**src/rtl/jtag_uart_encode.sv**
```systemverilog
// jtag_uart_encode
//   Transmit-side framing for the JTAG UART. Accepts payload bytes and command
//   codes, applies 0xFE escape framing and writes the resulting byte stream to
//   the UART DATA register. Before writing, it polls the CONTROL register for
//   WSPACE so that the UART FIFO is never overrun.
//
// Ports
//   iCLK, iRST            clock; asynchronous active-high reset
//   oJTAG_SLAVE_ADDR      Avalon address (0 = DATA, 1 = CONTROL)
//   oJTAG_SLAVE_RDREQ     Avalon read request (CONTROL poll)
//   iJTAG_SLAVE_RDDATA    Avalon read data, WSPACE in [31:16]
//   oJTAG_SLAVE_WRREQ     Avalon write request (DATA)
//   oJTAG_SLAVE_WRDATA    Avalon write data {24'd0, byte}
//   iJTAG_SLAVE_WAIT      Avalon waitrequest
//   iTX_DATA/CMD/VALID    input word: byte, command flag, valid
//   oTX_READY             input word accepted when iTX_VALID && oTX_READY
//   oBUSY                 bytes pending or bus request in progress
//   oTX_COUNT             wire bytes written, modulo 2^16
module jtag_uart_encode #(
    parameter int unsigned POLL_GAP = 16
) (
    input  logic        iCLK,
    input  logic        iRST,
    output logic        oJTAG_SLAVE_ADDR,
    output logic        oJTAG_SLAVE_RDREQ,
    input  logic [31:0] iJTAG_SLAVE_RDDATA,
    output logic        oJTAG_SLAVE_WRREQ,
    output logic [31:0] oJTAG_SLAVE_WRDATA,
    input  logic        iJTAG_SLAVE_WAIT,
    input  logic [7:0]  iTX_DATA,
    input  logic        iTX_CMD,
    input  logic        iTX_VALID,
    output logic        oTX_READY,
    output logic        oBUSY,
    output logic [15:0] oTX_COUNT
);

    localparam logic [7:0]  ESC      = 8'hFE;
    localparam logic [15:0] GAP_LOAD = 16'(POLL_GAP - 1);

    typedef enum logic [1:0] {
        ST_IDLE,
        ST_POLL,
        ST_BACKOFF,
        ST_WRITE
    } state_t;

    state_t      state;
    logic [7:0]  pend_head;
    logic [7:0]  pend_tail;
    logic [1:0]  pend_cnt;
    logic [15:0] credit;
    logic [15:0] gap;

    logic        accept;
    logic        two_byte;
    logic [15:0] credit_dec;
    logic [15:0] wspace;
    logic        rddata_unused;

    assign accept     = iTX_VALID && oTX_READY;
    // Commands and a literal 0xFE both go out as an escape pair; the second
    // byte of the pair is always the input byte itself.
    assign two_byte   = iTX_CMD || (iTX_DATA == ESC);
    assign credit_dec = credit - 16'd1;
    assign wspace     = iJTAG_SLAVE_RDDATA[31:16];
    // Low half of CONTROL (interrupt enables/flags) is not needed here.
    assign rddata_unused = ^iJTAG_SLAVE_RDDATA[15:0];

    assign oTX_READY = (state == ST_IDLE) && (pend_cnt == 2'd0);
    assign oBUSY     = (pend_cnt != 2'd0) || (state != ST_IDLE);

    always_ff @(posedge iCLK or posedge iRST) begin
        if (iRST) begin
            state              <= ST_IDLE;
            pend_head          <= '0;
            pend_tail          <= '0;
            pend_cnt           <= '0;
            credit             <= '0;
            gap                <= '0;
            oTX_COUNT          <= '0;
            oJTAG_SLAVE_ADDR   <= 1'b0;
            oJTAG_SLAVE_RDREQ  <= 1'b0;
            oJTAG_SLAVE_WRREQ  <= 1'b0;
            oJTAG_SLAVE_WRDATA <= '0;
        end else begin
            case (state)
                ST_IDLE: begin
                    if (accept) begin
                        if (two_byte) begin
                            pend_head <= ESC;
                            pend_tail <= iTX_DATA;
                            pend_cnt  <= 2'd2;
                        end else begin
                            pend_head <= iTX_DATA;
                            pend_cnt  <= 2'd1;
                        end
                    end else if (pend_cnt != 2'd0) begin
                        if (credit != 16'd0) begin
                            state              <= ST_WRITE;
                            oJTAG_SLAVE_ADDR   <= 1'b0;
                            oJTAG_SLAVE_WRREQ  <= 1'b1;
                            oJTAG_SLAVE_WRDATA <= {24'd0, pend_head};
                        end else begin
                            state             <= ST_POLL;
                            oJTAG_SLAVE_ADDR  <= 1'b1;
                            oJTAG_SLAVE_RDREQ <= 1'b1;
                        end
                    end
                end

                ST_POLL: begin
                    if (!iJTAG_SLAVE_WAIT) begin
                        credit            <= wspace;
                        oJTAG_SLAVE_RDREQ <= 1'b0;
                        oJTAG_SLAVE_ADDR  <= 1'b0;
                        if (wspace == 16'd0) begin
                            state <= ST_BACKOFF;
                            gap   <= GAP_LOAD;
                        end else begin
                            state              <= ST_WRITE;
                            oJTAG_SLAVE_WRREQ  <= 1'b1;
                            oJTAG_SLAVE_WRDATA <= {24'd0, pend_head};
                        end
                    end
                end

                ST_BACKOFF: begin
                    if (gap == 16'd0) begin
                        state             <= ST_POLL;
                        oJTAG_SLAVE_ADDR  <= 1'b1;
                        oJTAG_SLAVE_RDREQ <= 1'b1;
                    end else begin
                        gap <= gap - 16'd1;
                    end
                end

                ST_WRITE: begin
                    if (!iJTAG_SLAVE_WAIT) begin
                        oTX_COUNT <= oTX_COUNT + 16'd1;
                        credit    <= credit_dec;
                        pend_head <= pend_tail;
                        pend_cnt  <= pend_cnt - 2'd1;
                        if (pend_cnt == 2'd2) begin
                            if (credit_dec != 16'd0) begin
                                oJTAG_SLAVE_WRDATA <= {24'd0, pend_tail};
                            end else begin
                                state              <= ST_POLL;
                                oJTAG_SLAVE_WRREQ  <= 1'b0;
                                oJTAG_SLAVE_WRDATA <= '0;
                                oJTAG_SLAVE_ADDR   <= 1'b1;
                                oJTAG_SLAVE_RDREQ  <= 1'b1;
                            end
                        end else begin
                            state              <= ST_IDLE;
                            oJTAG_SLAVE_WRREQ  <= 1'b0;
                            oJTAG_SLAVE_WRDATA <= '0;
                        end
                    end
                end

                default: state <= ST_IDLE;
            endcase
        end
    end

endmodule

```
**config.mk**
```make
export PLATFORM = sky130hd
export DESIGN_NAME = jtag_uart_encode
export DESIGN_NICKNAME = d
export VERILOG_FILES = /design/src/rtl/jtag_uart_encode.sv
export SDC_FILE = /design/constraint.sdc
export NUM_CORES = 1
export LEC_CHECK = 0
export BUFFER_PORTS_ARGS = -buffer_cell sky130_fd_sc_hd__buf_2
export CAP_MARGIN = 40
export CELL_PAD_IN_SITES_DETAIL_PLACEMENT = 1
export CELL_PAD_IN_SITES_GLOBAL_PLACEMENT = 1
export CORE_UTILIZATION = 41
export CTS_CLUSTER_DIAMETER = 150
export DETAILED_ROUTE_END_ITERATION = 16
export HOLD_SLACK_MARGIN = 0.12
export PLACE_DENSITY_LB_ADDON = 0.1
export SETUP_SLACK_MARGIN = 0.02
export SYNTH_ARGS = -nofsm -noshare
export SYNTH_HDL_FRONTEND = slang
export SYNTH_SLANG_ARGS = --single-unit
```
**constraint.sdc**
```tcl
create_clock -name iCLK -period 2.8 [get_ports iCLK]
set_input_delay 0.14 -clock iCLK [delete_from_list [all_inputs] [get_ports iCLK]]
set_output_delay 0.14 -clock iCLK [all_outputs]
set_load 0.02 [all_outputs]
```
==> impl_metrics.csv <==
group,metric,value,unit
synthesis,synth-simple-area-share,21.16,%
sta,final_hold_viol_count,0,
synthesis,synthCells,507,
synthesis,seq_area_frac_synth,43.60,%
critical_path,r2r_start,"credit[2]$_DFFE_PP0P_",
layout,multi_input_area,0.002330,mm2
routing,wl_met3,321,um
global_routing,grt_pass1_vias,4318,
floorplanning,die_w,107.2,um
synthesis,ys_warn_count,0,
routing,viasPerCell,5.546,
synthesis,synthAdderAreaFrac,1.656,%
run_status,outcome,"complete, no violations",
power_and_ir_drop,power.switching,2224,uW
routing,wirelength,12360,um
layout,final-instance-count-excl-fill,740,
floorplanning,die_h,107.2,um
clock_network,worstSkewPairLatency,0.36,ns
critical_path,critical_path_class,"reg2reg",
critical_path,worstPathArrival,2.87,ns
power_and_ir_drop,switching_share,42.11,%
sta,rsz0062_at_grt,"no",
global_routing,antenna_found_initial,1,
routing,dr_wl_met2,6037,um
clock_network,cts_sinks,79,
floorplanning,row_count,38,
routing,wl_per_cell,16.70,um
floorplanning,die_area,0.01148,mm2
power_and_ir_drop,comb_power_share,44.3,%
synthesis,yosysMostFrequentCell,"dfrtp_1",
layout,fillers,1307,
placed_design,routabilityCongestion,0.8528,
sta,setup-tns-final,0,ns
power_and_ir_drop,internal_power,3057,uW
synthesis,avgSynthCellArea,8.943,um2
clock_network,cts.path.max_buffers,2,
clock_network,clk_pin_slew_worst_paths,0.09,ns
routing,num_vias,4104,
power_and_ir_drop,seqPwrFrac,35.4,%
routing,drc,0,
synthesis,syn_area,0.004534,mm2
power_and_ir_drop,leakage,0.002464,uW
floorplanning,initial_core_util,42.01,%
critical_path,crit_start,"credit[2]$_DFFE_PP0P_",
critical_path,worstSetupEndpoint,"oJTAG_SLAVE_WRDATA[7]$_DFFE_PP0P_",
clock_network,cts_tree,"yes",
routing,drtIter0Drc,145,
routing,postRouteAntennaNets,0,
critical_path,critPathMaxFanout,9,
sta,fin_ws,0.1505,ns
clock_network,numCtsBuffers,9,
sta,finalClockSkew,0.01421,ns
job,maxCapViolCount,0,
placed_design,pre_cts_ws,0.1589,ns
critical_path,r2r-end,"oJTAG_SLAVE_WRDATA[7]$_DFFE_PP0P_",
critical_path,reg2regPathDepth,7,
layout,fin_area,0.005459,mm2
synthesis,synth_area_leader_cell,"dfrtp_1",
placed_design,dp_hpwl,8605,um
global_routing,track_usage,23.33,%
critical_path,crit_chain,"or4_4, nor4_4, xor2_1, a211o_2, nor4_2, buf_4, o21ai_0",
critical_path,r2r_slack,0.15,ns
synthesis,async_flop_share,100.0,%
min_path,hold_class,"in2reg",
synthesis,synthFlopType,"dfrtp_1",
synthesis,synth_edf_count,0,
placed_design,portBuffers,57,
sta,setup_violations,0,
floorplanning,num_io_pins,98,
critical_path,crit_required,3.02,ns
clock_network,cts_root_buf,"clkbuf_8",
power_and_ir_drop,p_clk_share,20.3,%
synthesis,synth_top_family_by_area,"simple AND/OR/NAND/NOR gates",
synthesis,yosysUniqueCellTypes,57,
synthesis,synth_xor_area_share,3.670,%
critical_path,crit_buf_inv,1,
sta,fin_crit_sh,94.63,%
layout,synthToLayoutAreaGrowth,20.39,%
power_and_ir_drop,power_density,967.4,mW/mm2
sta,finalMaxSlewViolations,0,
sta,max_freq,377.4,MHz
synthesis,yosys-top-cells-area,"dfrtp_1 44%, o21ai_0 6.1%, buf_4 4.1%",
layout,finish.utilization,50.58,%
routing,wl_met1,5793,um
synthesis,synth_top_area_share,43.60,%
global_routing,grt_max_degree,80,
placed_design,place_inst,703,
layout,drive_gt1_share,19.50,%
critical_path,cp_top_family,"simple AND/OR/NAND/NOR gates",
synthesis,ys_ff_latch,79,
critical_path,critPathCaptureType,"flip-flop",
placed_design,postPlaceCellArea,0.004984,mm2
layout,seq_area,0.001977,mm2
synthesis,synthMuxAreaShare,4.884,%
power_and_ir_drop,irDropWorstVdd,0.5064,mV
global_routing,overflow,0,
critical_path,cpPeakStageDelay,0.59,ns
routing,top_layer,"met4",
synthesis,synth_common_cells,"79 x dfrtp_1, 55 x o21ai_0, 48 x nor2_1",
critical_path,worst_path_max_delay_cell,"or4_4",
layout,finalNetCount,646,
floorplanning,coreArea,0.01079,mm2
critical_path,crit_path_start_kind,"flip-flop",
synthesis,synth_compound_area_share,17.63,%
critical_path,cp.depth,7,
sta,tightest_slew,0.5645,ns
sta,min_period,2.650,ns
routing,first_pass_iters,4,
sta,maxSlewHeadroom,62.02,%
global_routing,grt_pass1_wl,21140,um
layout,insertedDiodeCount,0,
clock_network,cts_max_level,3,
## worst min path at each step
stage,slack (ns),cells past startpoint,startpoint,end
after CTS,0.13,3,iJTAG_SLAVE_RDDATA[18],credit[2]$_DFFE_PP0P_
after global routing,0.20,3,iJTAG_SLAVE_WAIT,state[0]$_DFFE_PP0P_
after global placement,0.27,3,iRST,gap[1]$_DFFE_PP0P_
after detailed placement,0.27,3,iRST,gap[0]$_DFFE_PP0P_
final,0.14,3,iJTAG_SLAVE_RDDATA[18],credit[2]$_DFFE_PP0P_
after floorplan,0.28,2,iTX_VALID,pend_cnt[0]$_DFFE_PP0P_
## worst min-delay path: stages
cell and delay [ns]:
buf_2 0.11, o21ai_0 0.07, a21oi_1 0.14
## stage by stage
stage	hold WS (ns)	power, uW
finish	0.1415	5281
detailed placement	0.2696	4204
global route	0.1997	5694
floorplan	0.2823	3453
CTS	0.1322	5324
global placement	0.2684	4102
## cell usage in the layout (no fill, tap or decap), types with 10 or more instances in the layout
cell | synthesis | layout
conb_1 | 1 | 24
nand3_1 | 26 | 26
a21oi_1 | 31 | 31
or3_1 | 11 | 11
inv_1 | 12 | 11
mux2i_1 | 12 | 12
buf_4 | 25 | 21
nor3_1 | 12 | 11
dlygate4sd3_1 | 0 | 21
xnor2_1 | 13 | 13
nor2_1 | 48 | 48
dfrtp_1 | 79 | 79
o21ai_0 | 55 | 55
clkbuf_8 | 0 | 10
nand2_1 | 45 | 45
buf_2 | 1 | 57
o22ai_1 | 10 | 10
and2_1 | 10 | 10
## logic make-up (layout without fill, tap and decap cells)
kind of cell             after synthesis  count (layout)
XOR/XNOR                              19              19
AND/OR/NAND/NOR                      189             189
adder cells (fa/ha/maj)                6               6
other                                  1              24
multiplexers                          21              21
flip-flops                            79              79
buffers and inverters                 59             129
AO/OA/AOI/OAI                        133             133
## power groups by stage
stage          clock (uW)  sequential, uW  combinational [uW]
6_report             1070            1870                2340
2_1_floorplan           0            1920                1530
4_1_cts              1100            1870                2350
5_1_grt              1140            1940                2620
3_5_place_dp            0            1890                2320
3_3_place_gp            0            1860                2240
## timing repair
| action | in CTS | in global routing |
|---|---|---|
| setup endpoints to repair | 0 | 10 |
| buffers inserted | 0 | 0 |
| endpoints found under the hold margin | 99 | 0 |
| hold buffers | 21 | 0 |
| gates resized for setup | 0 | 3 |
## state kept, by name, summed over array words and instances (netlist names)
name / flops
gap: 16
credit: 16
oJTAG_SLAVE_WRREQ: 1
pend_head: 8
oJTAG_SLAVE_WRDATA: 8
state: 2
pend_cnt: 2
oTX_COUNT: 16
oJTAG_SLAVE_RDREQ: 1
oJTAG_SLAVE_ADDR: 1
pend_tail: 8
## per-layer routing
layer,vias to the layer above,track usage (%)
li1,1947,-
met1,2070,31.05
met2,69,39.22
met3,18,2.979
met4,0,7.632
met5,-,0
## area by class of cell
class                   instances  area share, %
clock buffers                  10          2.521
clock inverters                 6          2.132
inverters                      13         0.9168
multi-input cells             392          42.68
flip-flops and latches         79          36.21
well taps                     140          3.209
repair buffers                100          12.33
No activity file was read; power rests on OpenSTA's default activity.
